--- src/rtl/spi_master_ctrl.sv ---
// rtl/spi_master_ctrl.sv - SPI mode-0 master for 32-bit register-access frames
//
// Purpose: accepts single read/write requests from a local host port and
// emits one frame {cmd[15:0], data[15:0]} MSB first on spi_sclk/spi_mosi/
// spi_cs_n. Data-phase MISO bits of a read are captured into rdata at done.
//
// Ports:
//   clk, rst_btn            system clock, synchronous active-high reset
//   start, rw, addr, wdata  request strobe and fields (latched on accept)
//   busy, done, rdata       status, one-cycle end pulse, captured read data
//   spi_sclk, spi_mosi,     SPI bus (sclk idles low, cs_n active low)
//   spi_cs_n, spi_miso
//   loopback                data-phase capture from internal MOSI
//
// Optional feature macro: SPI_MASTER_LOOPBACK_EN. When undefined the
// loopback port is present but has no effect.

module spi_master_ctrl #(
    parameter int CLK_DIV  = 2,
    parameter int CS_SETUP = 4,
    parameter int CS_HOLD  = 4,
    parameter int CS_GAP   = 4
) (
    input  logic        clk,
    input  logic        rst_btn,
    input  logic        start,
    input  logic        rw,
    input  logic [7:0]  addr,
    input  logic [15:0] wdata,
    output logic        busy,
    output logic        done,
    output logic [15:0] rdata,
    output logic        spi_sclk,
    output logic        spi_mosi,
    output logic        spi_cs_n,
    input  logic        spi_miso,
    input  logic        loopback
);

    typedef enum logic [2:0] {
        IDLE,
        SETUP,
        SHIFT,
        HOLD,
        GAP
    } state_t;

    localparam int CNT_W = 16;

    state_t             state_q;
    logic [CNT_W-1:0]   cnt_q;
    logic [5:0]         bit_q;
    logic [31:0]        shift_q;
    logic [15:0]        cap_q;
    logic [15:0]        rdata_q;
    logic               rw_q;
    logic               sclk_q;
    logic               mosi_q;
    logic               cs_n_q;
    logic               busy_q;
    logic               done_q;

    // Frame assembled from the live request inputs; only loaded on accept.
    logic [31:0]        frame_d;
    logic               sample_d;
    logic               rdata_upd_d;

    assign frame_d = {5'b0, addr, 1'b0, rw, 1'b0, (rw ? 16'h0000 : wdata)};

`ifdef SPI_MASTER_LOOPBACK_EN
    logic lb_q;
    // Loopback takes the bit currently driven on MOSI, so a read returns 0
    // and a write returns its own wdata.
    assign sample_d    = lb_q ? mosi_q : spi_miso;
    assign rdata_upd_d = rw_q | lb_q;
`else
    logic loopback_unused;
    assign loopback_unused = loopback;
    assign sample_d        = spi_miso;
    assign rdata_upd_d     = rw_q;
`endif

    always_ff @(posedge clk) begin
        if (rst_btn) begin
            state_q <= IDLE;
            cnt_q   <= '0;
            bit_q   <= '0;
            shift_q <= '0;
            cap_q   <= '0;
            rdata_q <= '0;
            rw_q    <= 1'b0;
            sclk_q  <= 1'b0;
            mosi_q  <= 1'b0;
            cs_n_q  <= 1'b1;
            busy_q  <= 1'b0;
            done_q  <= 1'b0;
`ifdef SPI_MASTER_LOOPBACK_EN
            lb_q    <= 1'b0;
`endif
        end else begin
            done_q <= 1'b0;
            case (state_q)
                IDLE: begin
                    if (start) begin
                        shift_q <= frame_d;
                        mosi_q  <= frame_d[31];
                        rw_q    <= rw;
`ifdef SPI_MASTER_LOOPBACK_EN
                        lb_q    <= loopback;
`endif
                        cs_n_q  <= 1'b0;
                        busy_q  <= 1'b1;
                        cnt_q   <= CNT_W'(CS_SETUP - 1);
                        state_q <= SETUP;
                    end
                end

                SETUP: begin
                    if (cnt_q == '0) begin
                        cnt_q   <= CNT_W'(CLK_DIV - 1);
                        bit_q   <= '0;
                        state_q <= SHIFT;
                    end else begin
                        cnt_q <= cnt_q - 1'b1;
                    end
                end

                SHIFT: begin
                    if (cnt_q != '0) begin
                        cnt_q <= cnt_q - 1'b1;
                    end else begin
                        cnt_q <= CNT_W'(CLK_DIV - 1);
                        if (!sclk_q) begin
                            sclk_q <= 1'b1;
                        end else begin
                            // Last clk of the high half: latest possible sample
                            // point, giving the slave's synchronizer time.
                            if (bit_q[4]) begin
                                cap_q <= {cap_q[14:0], sample_d};
                            end
                            sclk_q <= 1'b0;
                            if (bit_q == 6'd31) begin
                                mosi_q  <= 1'b0;
                                cnt_q   <= CNT_W'(CS_HOLD - 1);
                                state_q <= HOLD;
                            end else begin
                                bit_q   <= bit_q + 1'b1;
                                shift_q <= {shift_q[30:0], 1'b0};
                                mosi_q  <= shift_q[30];
                            end
                        end
                    end
                end

                HOLD: begin
                    if (cnt_q == '0) begin
                        cs_n_q  <= 1'b1;
                        done_q  <= 1'b1;
                        if (rdata_upd_d) begin
                            rdata_q <= cap_q;
                        end
                        cnt_q   <= CNT_W'(CS_GAP - 1);
                        state_q <= GAP;
                    end else begin
                        cnt_q <= cnt_q - 1'b1;
                    end
                end

                GAP: begin
                    if (cnt_q == '0) begin
                        busy_q  <= 1'b0;
                        state_q <= IDLE;
                    end else begin
                        cnt_q <= cnt_q - 1'b1;
                    end
                end

                default: begin
                    state_q <= IDLE;
                end
            endcase
        end
    end

    assign busy     = busy_q;
    assign done     = done_q;
    assign rdata    = rdata_q;
    assign spi_sclk = sclk_q;
    assign spi_mosi = mosi_q;
    assign spi_cs_n = cs_n_q;

endmodule

--- config.mk ---
export PLATFORM = sky130hd
export DESIGN_NAME = spi_master_ctrl
export DESIGN_NICKNAME = d
export VERILOG_FILES = /design/src/rtl/spi_master_ctrl.sv
export SDC_FILE = /design/constraint.sdc
export NUM_CORES = 1
export LEC_CHECK = 0
export ABC_CLOCK_PERIOD_IN_PS = 2100
export CORE_MARGIN = 1.5
export CORE_UTILIZATION = 35
export DETAILED_ROUTE_END_ITERATION = 8
export PLACE_DENSITY = 0.55
export SETUP_SLACK_MARGIN = 0.02
export SYNTH_ARGS = -nofsm -noshare
export SYNTH_HDL_FRONTEND = slang
export SYNTH_SLANG_ARGS = --single-unit
--- constraint.sdc ---
create_clock -name clk -period 2.1 [get_ports clk]
set_input_delay 0.42 -clock clk [delete_from_list [all_inputs] [get_ports clk]]
set_output_delay 0.42 -clock clk [all_outputs]
set_load 0.005 [all_outputs]
==> impl_summary.log, run 1 <==
INFO  metric worst_path_max_delay_cell = sky130_fd_sc_hd__or4_4
INFO  metric setup_ws = about 0.042 ns
INFO  metric cts_htree_levels = 3
INFO  metric avgRoutedWirePerCell = ~15 um
INFO  metric finalCritPeriodShare = between 90% and 100%
INFO  metric critPathRequiredTime = roughly 2.4 ns
INFO  metric fill_cells = 1079
INFO  metric core_region_area = 11600 um^2
INFO  metric path_delay_family = simple AND/OR/NAND/NOR gates
INFO  metric power_switching = just under 3 mW
INFO  metric highest_achievable_clock_rate = roughly 490 MHz
INFO  metric post_synth_num_cell_types = 50
INFO  metric mappedNetlistNets = between 500 and 600
INFO  metric clock_tree.root_cell = sky130_fd_sc_hd__clkbuf_16
INFO  metric diodes = 0
INFO  metric count_of_pins_over_their_slew_limit = 0
INFO  metric grt_max_degree = slightly above 40
INFO  metric maxCapViolCount = 0
INFO  metric r2r_start = cnt_q[6]
INFO  metric finalHoldViolations = 0
INFO  metric initial_drt_markers = 177
INFO  metric power.sequential.fraction = between 30% and 40%
INFO  metric syn_avg_cell_area = about 8.7 um^2
INFO  metric detailedPlace.worstSlack = -0.0458 ns
INFO  metric grt_overflow = 0
INFO  metric pwr-share-comb = between 40% and 50%
INFO  metric worst_setup_path_endpoint = shift_q[0]
INFO  metric unrepaired_setup_endpoints_after_global_routing = yes
INFO  metric final_antenna_net_count = 0
INFO  metric initial_antenna_violation_count = 0
INFO  metric timing_worst_setup_path_type = flip-flop to flip-flop
INFO  metric run_status = complete, no violations
INFO  metric grt_first_pass_wirelength = approximately 16 mm
INFO  metric power.leakage = 1.98 nW
INFO  metric setup_tns = 0 ns
INFO  metric buffer_ports.inserted = just under 50
INFO  metric cts_hold_repair.buffers = 0
INFO  metric ir_drop = about 0.58 mV
INFO  metric design.portCount = 51
INFO  metric tritoncts.num_buffers = 9
INFO  metric globalplace.congestion = around 0.8
INFO  metric synth_enable_flop_cells = 0
INFO  metric setup.worst_path.start = cnt_q[6]
INFO  metric reg2regPathDepth = 5
INFO  metric intPower = 4.71 mW
INFO  metric routed_wirelength = 10.3 mm
INFO  metric most_frequent_standard_cell_in_the_layout_excluding_fill_and_tap_cells = sky130_fd_sc_hd__dfxtp_1
INFO  metric cts_tree = yes
INFO  metric syn2layout_area_growth = 36.6%
INFO  metric power.switching_fraction = 38.0%
INFO  metric holdCritPathClass = flip-flop to flip-flop
INFO  metric drive_above_1_share = a little under a quarter
INFO  metric rrSetupSlack = between 0.04 and 0.05 ns
INFO  metric synth-main-ff-cell = sky130_fd_sc_hd__dfxtp_1
INFO  metric crit-reg2reg-capture = shift_q[0]
INFO  metric post-route-drc-count = 0
INFO  metric route.layer.met1.wl = 4.99 mm
INFO  metric clkPwrFrac = between 20% and 30%
INFO  metric path_cells = or4_4 -> nor3b_4 -> a31oi_4 -> or4b_4 -> a21oi_2
INFO  metric critical_path_depth = 5
INFO  metric drtPass1Iterations = 4
INFO  metric floorplan.die.width = approximately 110 um
INFO  metric final.min_clock_period = ~2.1 ns
INFO  metric synth-async-reset-ratio = 0%
INFO  metric endpoint_kind = flip-flop
INFO  metric pin_slew_with_the_least_headroom_to_its_limit = around 0.46 ns
INFO  metric worstPathMaxFanout = 4
INFO  metric layout_common_cells = sky130_fd_sc_hd__dfxtp_1, sky130_fd_sc_hd__nor2_1, sky130_fd_sc_hd__nand2_1, sky130_fd_sc_hd__clkdlybuf4s50_1, sky130_fd_sc_hd__a21oi_1
INFO  metric cts.reportedPaths.clkPinSlew = 0.06 ns
INFO  metric cts.sink_count = 94
INFO  metric initial_utilization = 36.5%
INFO  metric critical_path_arrival = between 2 and 2.5 ns
INFO  metric total_number_of_vias = around 3700
INFO  metric combined_area_of_the_multi_input_logic_cells = about 2400 um^2
INFO  metric grt.total_usage = around 16%
INFO  metric part_of_the_yosys_area_used_for_sequential_elements = 44.6%
INFO  metric timing.slew.headroom = between 60% and 70%
INFO  metric design.die.area = 12700 um^2
INFO  metric layout.area.seq = about 1900 um^2
INFO  metric cts-root-to-sink-buffers = 2
INFO  metric route.detailed.vias_per_inst = ~5.3
INFO  metric total_power = 7.61 mW
INFO  metric num-nets-final = 595
INFO  metric critPathBufInv = 0
INFO  metric syn-instance-count = slightly below 500
INFO  metric pwr_density_cell = 1320 nW/um^2
INFO  metric final.setup_skew = roughly 0.0054 ns
INFO  metric clock_insertion_delay_worst_skew = about 0.34 ns
INFO  metric dr_wl_met3 = approximately 320 um
INFO  metric synth_area = between 4000 and 5000 um^2
INFO  metric start_kind = flip-flop
INFO  metric row_count = 39
INFO  metric ys.warnings.count = 0
INFO  metric grt_pass1_vias = 3524
INFO  metric final_core_util = between 40% and 50%
INFO  metric met2WireLength = around 5 mm
INFO  metric die_y = between 100 and 150 um
INFO  metric synth_seq_cells = 94
INFO  metric final_setup_violation_count = 0
INFO  metric topRoutingLayerUsed = met4
INFO  metric detailedPlacementHpwl = approximately 6.6 mm
INFO  metric critPathMaxStageDelay = approximately 0.6 ns
## synthesized netlist by cell type (9+ instances only)
cell / n / area share, %
sky130_fd_sc_hd__dfxtp_1: 94 / 45
sky130_fd_sc_hd__nor2_1: 63 / 5.6
sky130_fd_sc_hd__nand2_1: 48 / 4.3
sky130_fd_sc_hd__a21oi_1: 43 / 5.1
sky130_fd_sc_hd__mux2i_1: 28 / 6.6
sky130_fd_sc_hd__a211oi_1: 24 / 4.3
sky130_fd_sc_hd__nor3_1: 23 / 2.7
sky130_fd_sc_hd__clkbuf_1: 21 / 1.9
sky130_fd_sc_hd__nor3b_1: 18 / 3.2
sky130_fd_sc_hd__or3_1: 13 / 1.9
sky130_fd_sc_hd__o21ai_0: 12 / 1.4
sky130_fd_sc_hd__nand3_1: 10 / 1.2
sky130_fd_sc_hd__buf_2: 9 / 1.1
## kinds of logic after synthesis
| family | synth area share [%] |
|---|---|
| AOI/OAI and AO/OA | 15.4 |
| xor gates and xnor gates | 1.04 |
| adders and majority gates | 0.890 |
| buffers and inverters | 3.65 |
| DFF | 44.6 |
| muxes | 6.65 |
| and+or+nand+nor | 27.8 |
## worst reg2reg max path, cell delays in order, from the launching register on
cell	delay, ns
sky130_fd_sc_hd__dfxtp_2	0.35
sky130_fd_sc_hd__or4_4	0.60
sky130_fd_sc_hd__nor3b_4	0.30
sky130_fd_sc_hd__a31oi_4	0.14
sky130_fd_sc_hd__or4b_4	0.50
sky130_fd_sc_hd__a21oi_2	0.12
## flip-flops by register name, summed over array words and instances (netlist names)
| signal | cells |
|---|---|
| shift_q | 31 |
| busy | 1 |
| spi_cs_n | 1 |
| spi_sclk | 1 |
| state_q | 3 |
| cap_q | 16 |
| rdata | 16 |
| spi_mosi | 1 |
| cnt_q | 16 |
| done | 1 |
| rdata_upd_d | 1 |
| bit_q | 6 |
## how the worst min path moves through the flow
stage                            from          end  slack, ns  cells past startpoint
after detailed placement  shift_q[27]  shift_q[28]       0.45                      2
final                     shift_q[26]  shift_q[27]       0.45                      2
after global routing      shift_q[26]  shift_q[27]       0.48                      2
after CTS                 shift_q[27]  shift_q[28]       0.46                      2
after global placement    shift_q[27]  shift_q[28]       0.44                      2
after floorplan           shift_q[27]  shift_q[28]       0.43                      2
## per-layer routing
layer / global-route usage (%) / up-vias
met4: 6.50 / 0
met5: 0 / -
met3: 3.80 / 10
li1: - / 1889
met1: 20.4 / 1779
met2: 25.7 / 59
## repair_timing
item | in CTS | in global routing
buffers inserted | 0 | 5
setup endpoints to repair | 4 | 68
resized for setup | 3 | 61
pin swaps | 1 | 33
cloned | 0 | 5
## power groups by stage
stage	sequential, mW	combinational (mW)	clock (mW)
floorplan	2.37	2.03	0
CTS	2.40	3.07	1.56
global placement	2.42	2.97	0
global route	2.49	3.98	1.64
finish	2.44	3.65	1.52
detailed placement	2.44	3.01	0
## area by class of cell
class	count	area share, %
Clock buffer	13	4.34
Clock inverter	3	0.347
Sequential cell	94	32.7
Tap cell	143	3.11
Inverter	4	0.347
Timing Repair Buffer	97	17.2
Multi-Input combinational cell	356	41.9
## metrics by stage
step | instances | area, um^2 | hold WS, ns
floorplan | 487 | 4220 | 0.432
global placement | 684 | 5090 | 0.438
detailed placement | 684 | 5090 | 0.448
CTS | 700 | 5380 | 0.457
global route | 710 | 5760 | 0.476
finish | 710 | 5760 | 0.454
(Power assumes the default switching activity.)
==> run 2, diff against run 1 <==
--- a/config.mk
+++ b/config.mk
@@ -10,6 +10,7 @@
 export CORE_UTILIZATION = 35
 export DETAILED_ROUTE_END_ITERATION = 8
 export PLACE_DENSITY = 0.55
+export RECOVER_POWER = 25
 export SETUP_SLACK_MARGIN = 0.02
 export SYNTH_ARGS = -nofsm -noshare
 export SYNTH_HDL_FRONTEND = slang
==> impl_summary.log, run 2 (same netlist as run 1, synthesis figures left out) <==
INFO  metric grt.met2_usage = 25.7% (unchanged)
INFO  metric buffer_ports.inserted = 49 (unchanged)
INFO  metric path_delay_family = simple AND/OR/NAND/NOR gates
INFO  metric final.setup_skew = 0.00552 ns (+0.000134 ns)
INFO  metric die_y = 113 um (unchanged)
INFO  metric floorplan.die.width = 113 um (unchanged)
INFO  metric unrepaired_setup_endpoints_after_global_routing = yes
INFO  metric cts.reportedPaths.clkPinSlew = 0.06 ns (about the same)
INFO  metric most_frequent_standard_cell_in_the_layout_excluding_fill_and_tap_cells = sky130_fd_sc_hd__dfxtp_1
INFO  metric groute.layer.met3.usage = 3.80% (unchanged)
INFO  metric timing.slew.headroom = 69.5% (+0.36 points)
INFO  metric num-nets-final = 595 (unchanged)
INFO  metric clock_insertion_delay_worst_skew = 0.35 ns (about the same)
INFO  metric start_kind = flip-flop
INFO  metric route.detailed.vias_per_inst = 5.29 (+0.56%)
INFO  metric initial_drt_markers = 171 (-3.4%)
INFO  metric finalCritPeriodShare = 98.1% (about the same)
INFO  metric critical_path_arrival = 2.34 ns (about the same)
INFO  metric finalInstanceArea = 5760 um^2 (about the same)
INFO  metric timing_worst_setup_path_type = flip-flop to flip-flop
INFO  metric total_number_of_vias = 3758 (+0.56%)
INFO  metric globalplace.congestion = 0.786 (unchanged)
INFO  metric worstPathMaxFanout = 4 (unchanged)
INFO  metric endpoint_kind = flip-flop
INFO  metric layout.area.seq = 1890 um^2 (unchanged)
INFO  metric syn2layout_area_growth = 36.6% (about the same)
INFO  metric cts.sink_count = 94 (unchanged)
INFO  metric final_core_util = 49.8% (about the same)
INFO  metric power_switching = 2.89 mW (about the same)
INFO  metric holdCritPathClass = flip-flop to flip-flop
INFO  metric power.sequential.fraction = 32.1% (about the same)
INFO  metric final_setup_violation_count = 0 (unchanged)
INFO  metric row_count = 39 (unchanged)
INFO  metric max_flop_register = shift_q
INFO  metric fill_cells = 1081 (+0.19%)
INFO  metric initial_utilization = 36.5% (unchanged)
INFO  metric total_power = 7.60 mW (-0.13%)
INFO  metric path_cells = or4_4 -> nor3b_4 -> a31oi_4 -> or4b_4 -> a21oi_2
INFO  metric clkPwrFrac = 20.1% (about the same)
INFO  metric maxCapViolCount = 0 (unchanged)
INFO  metric hold_path_depth = 2 (unchanged)
INFO  metric grt.total_usage = 15.9% (unchanged)
INFO  metric top_usage_layer = met2
INFO  metric final.min_clock_period = 2.06 ns (+0.00187 ns)
INFO  metric dpl.cell_count = 684 (unchanged)
INFO  metric cts_htree_levels = 3 (unchanged)
INFO  metric initial_antenna_violation_count = 0 (unchanged)
INFO  metric grt_max_degree = 41 (unchanged)
INFO  metric tritoncts.num_buffers = 9 (unchanged)
INFO  metric pwr_density_cell = 1320 nW/um^2 (about the same)
INFO  metric critical_path_depth = 5 (unchanged)
INFO  metric highest_achievable_clock_rate = 485 MHz (about the same)
INFO  metric final_antenna_net_count = 0 (unchanged)
INFO  metric grt_first_pass_wirelength = 16.3 mm (unchanged)
INFO  metric design.die.area = 12700 um^2 (unchanged)
INFO  metric cts_tree = yes
INFO  metric routed_wirelength = 10.4 mm (+0.27%)
INFO  metric detailedPlace.worstSlack = -0.0458 ns (unchanged)
INFO  metric ir_drop = 0.584 mV (+0.14%)
INFO  metric grt_overflow = 0 (unchanged)
INFO  metric pin_slew_with_the_least_headroom_to_its_limit = 0.457 ns (-0.00535 ns)
INFO  metric combined_area_of_the_multi_input_logic_cells = 2410 um^2 (unchanged)
INFO  metric drtPass1Iterations = 4 (unchanged)
INFO  metric power.switching_fraction = 38.1% (+0.058 points)
INFO  metric grt_pass1_vias = 3524 (unchanged)
INFO  metric finalHoldViolations = 0 (unchanged)
INFO  metric count_of_pins_over_their_slew_limit = 0 (unchanged)
INFO  metric power.leakage = 2.05 nW (+3.1%)
INFO  metric design.portCount = 51 (unchanged)
INFO  metric run_status = complete, no violations
INFO  metric critPathRequiredTime = 2.38 ns (about the same)
INFO  metric avgRoutedWirePerCell = 14.6 um (+0.27%)
INFO  metric clock_tree.root_cell = sky130_fd_sc_hd__clkbuf_16
INFO  metric reg2regPathDepth = 5 (unchanged)
INFO  metric pwr-share-comb = 47.8% (about the same)
INFO  metric cts-root-to-sink-buffers = 2 (unchanged)
INFO  metric layout_common_cells = sky130_fd_sc_hd__dfxtp_1, sky130_fd_sc_hd__nor2_1, sky130_fd_sc_hd__nand2_1
INFO  metric intPower = 4.70 mW (-0.23%)
INFO  metric setup_tns = 0 ns (unchanged)
INFO  metric worst_path_max_delay_cell = sky130_fd_sc_hd__or4_4
INFO  metric diodes = 0 (unchanged)
INFO  metric final_cell_count_no_fill = 710 (unchanged)
INFO  metric setup_ws = 0.0398 ns (-0.00187 ns)
INFO  metric largest_reg_flops = 31 (unchanged)
INFO  metric grt.met1_usage = 20.4% (unchanged)
INFO  metric post-route-drc-count = 0 (unchanged)
INFO  metric drive_above_1_share = 22.4% (-0.18 points)
INFO  metric core_region_area = 11600 um^2 (unchanged)
INFO  metric critPathBufInv = 0 (unchanged)
INFO  metric detailedPlacementHpwl = 6.61 mm (unchanged)
INFO  metric critPathMaxStageDelay = 0.59 ns (about the same)
INFO  metric finalHoldWorstSlack = 0.454 ns (-0.000161 ns)
INFO  metric post_dp_cell_area = 5090 um^2 (unchanged)
[run 2: cell types whose count changed in the layout (fill, tap and decap cells not counted)]
cell	change
sky130_fd_sc_hd__clkbuf_1	+1
sky130_fd_sc_hd__dlygate4sd3_1	+20
sky130_fd_sc_hd__clkdlybuf4s50_1	-20
sky130_fd_sc_hd__buf_4	-1
[run 2: final timing paths]
kind                from           to  slack (ns)
max             cnt_q[6]   shift_q[0]        0.04
min reg2reg  shift_q[26]  shift_q[27]        0.45
max reg2reg     cnt_q[6]   shift_q[0]        0.04
min          shift_q[26]  shift_q[27]        0.45
[run 2: final cells by class]
type	instances	share of cell area, %
multi-input cells	356	41.9
flip-flops and latches	94	32.7
repair buffers	97	17.2
clock buffers	13	4.35
well taps	143	3.11
clock inverters	3	0.348
inverters	4	0.348
[run 2: metal layers]
| layer | vias to the layer above | routed length (um) |
|---|---|---|
| li1 | 1891 | - |
| met1 | 1793 | 4950 |
| met2 | 64 | 4940 |
| met3 | 10 | 338 |
| met4 | 0 | 132 |
| met5 | - | 0 |
[run 2: power groups by stage]
stage | registers [mW] | clock network (mW) | logic [mW]
5_1_grt | 2.49 | 1.64 | 3.97
4_1_cts | 2.40 | 1.56 | 3.07
6_report | 2.44 | 1.53 | 3.63
3_5_place_dp | 2.44 | 0 | 3.01
3_3_place_gp | 2.42 | 0 | 2.97
2_1_floorplan | 2.37 | 0 | 2.03
[run 2: what timing repair did]
| action | 4_1_cts | 5_1_grt |
|---|---|---|
| gates cloned | 0 | 5 |
| hold buffers | 0 | 0 |
| gates resized for setup | 3 | 61 |
| buffers inserted | 0 | 5 |
| pin swaps | 1 | 33 |
| setup endpoints to repair | 4 | 68 |
[run 2: worst register-to-register path, stage by stage, from the launching register on]
cell and delay, ns:
sky130_fd_sc_hd__dfxtp_2 0.35, sky130_fd_sc_hd__or4_4 0.60, sky130_fd_sc_hd__nor3b_4 0.30, sky130_fd_sc_hd__a31oi_4 0.14
sky130_fd_sc_hd__or4b_4 0.50, sky130_fd_sc_hd__a21oi_2 0.12
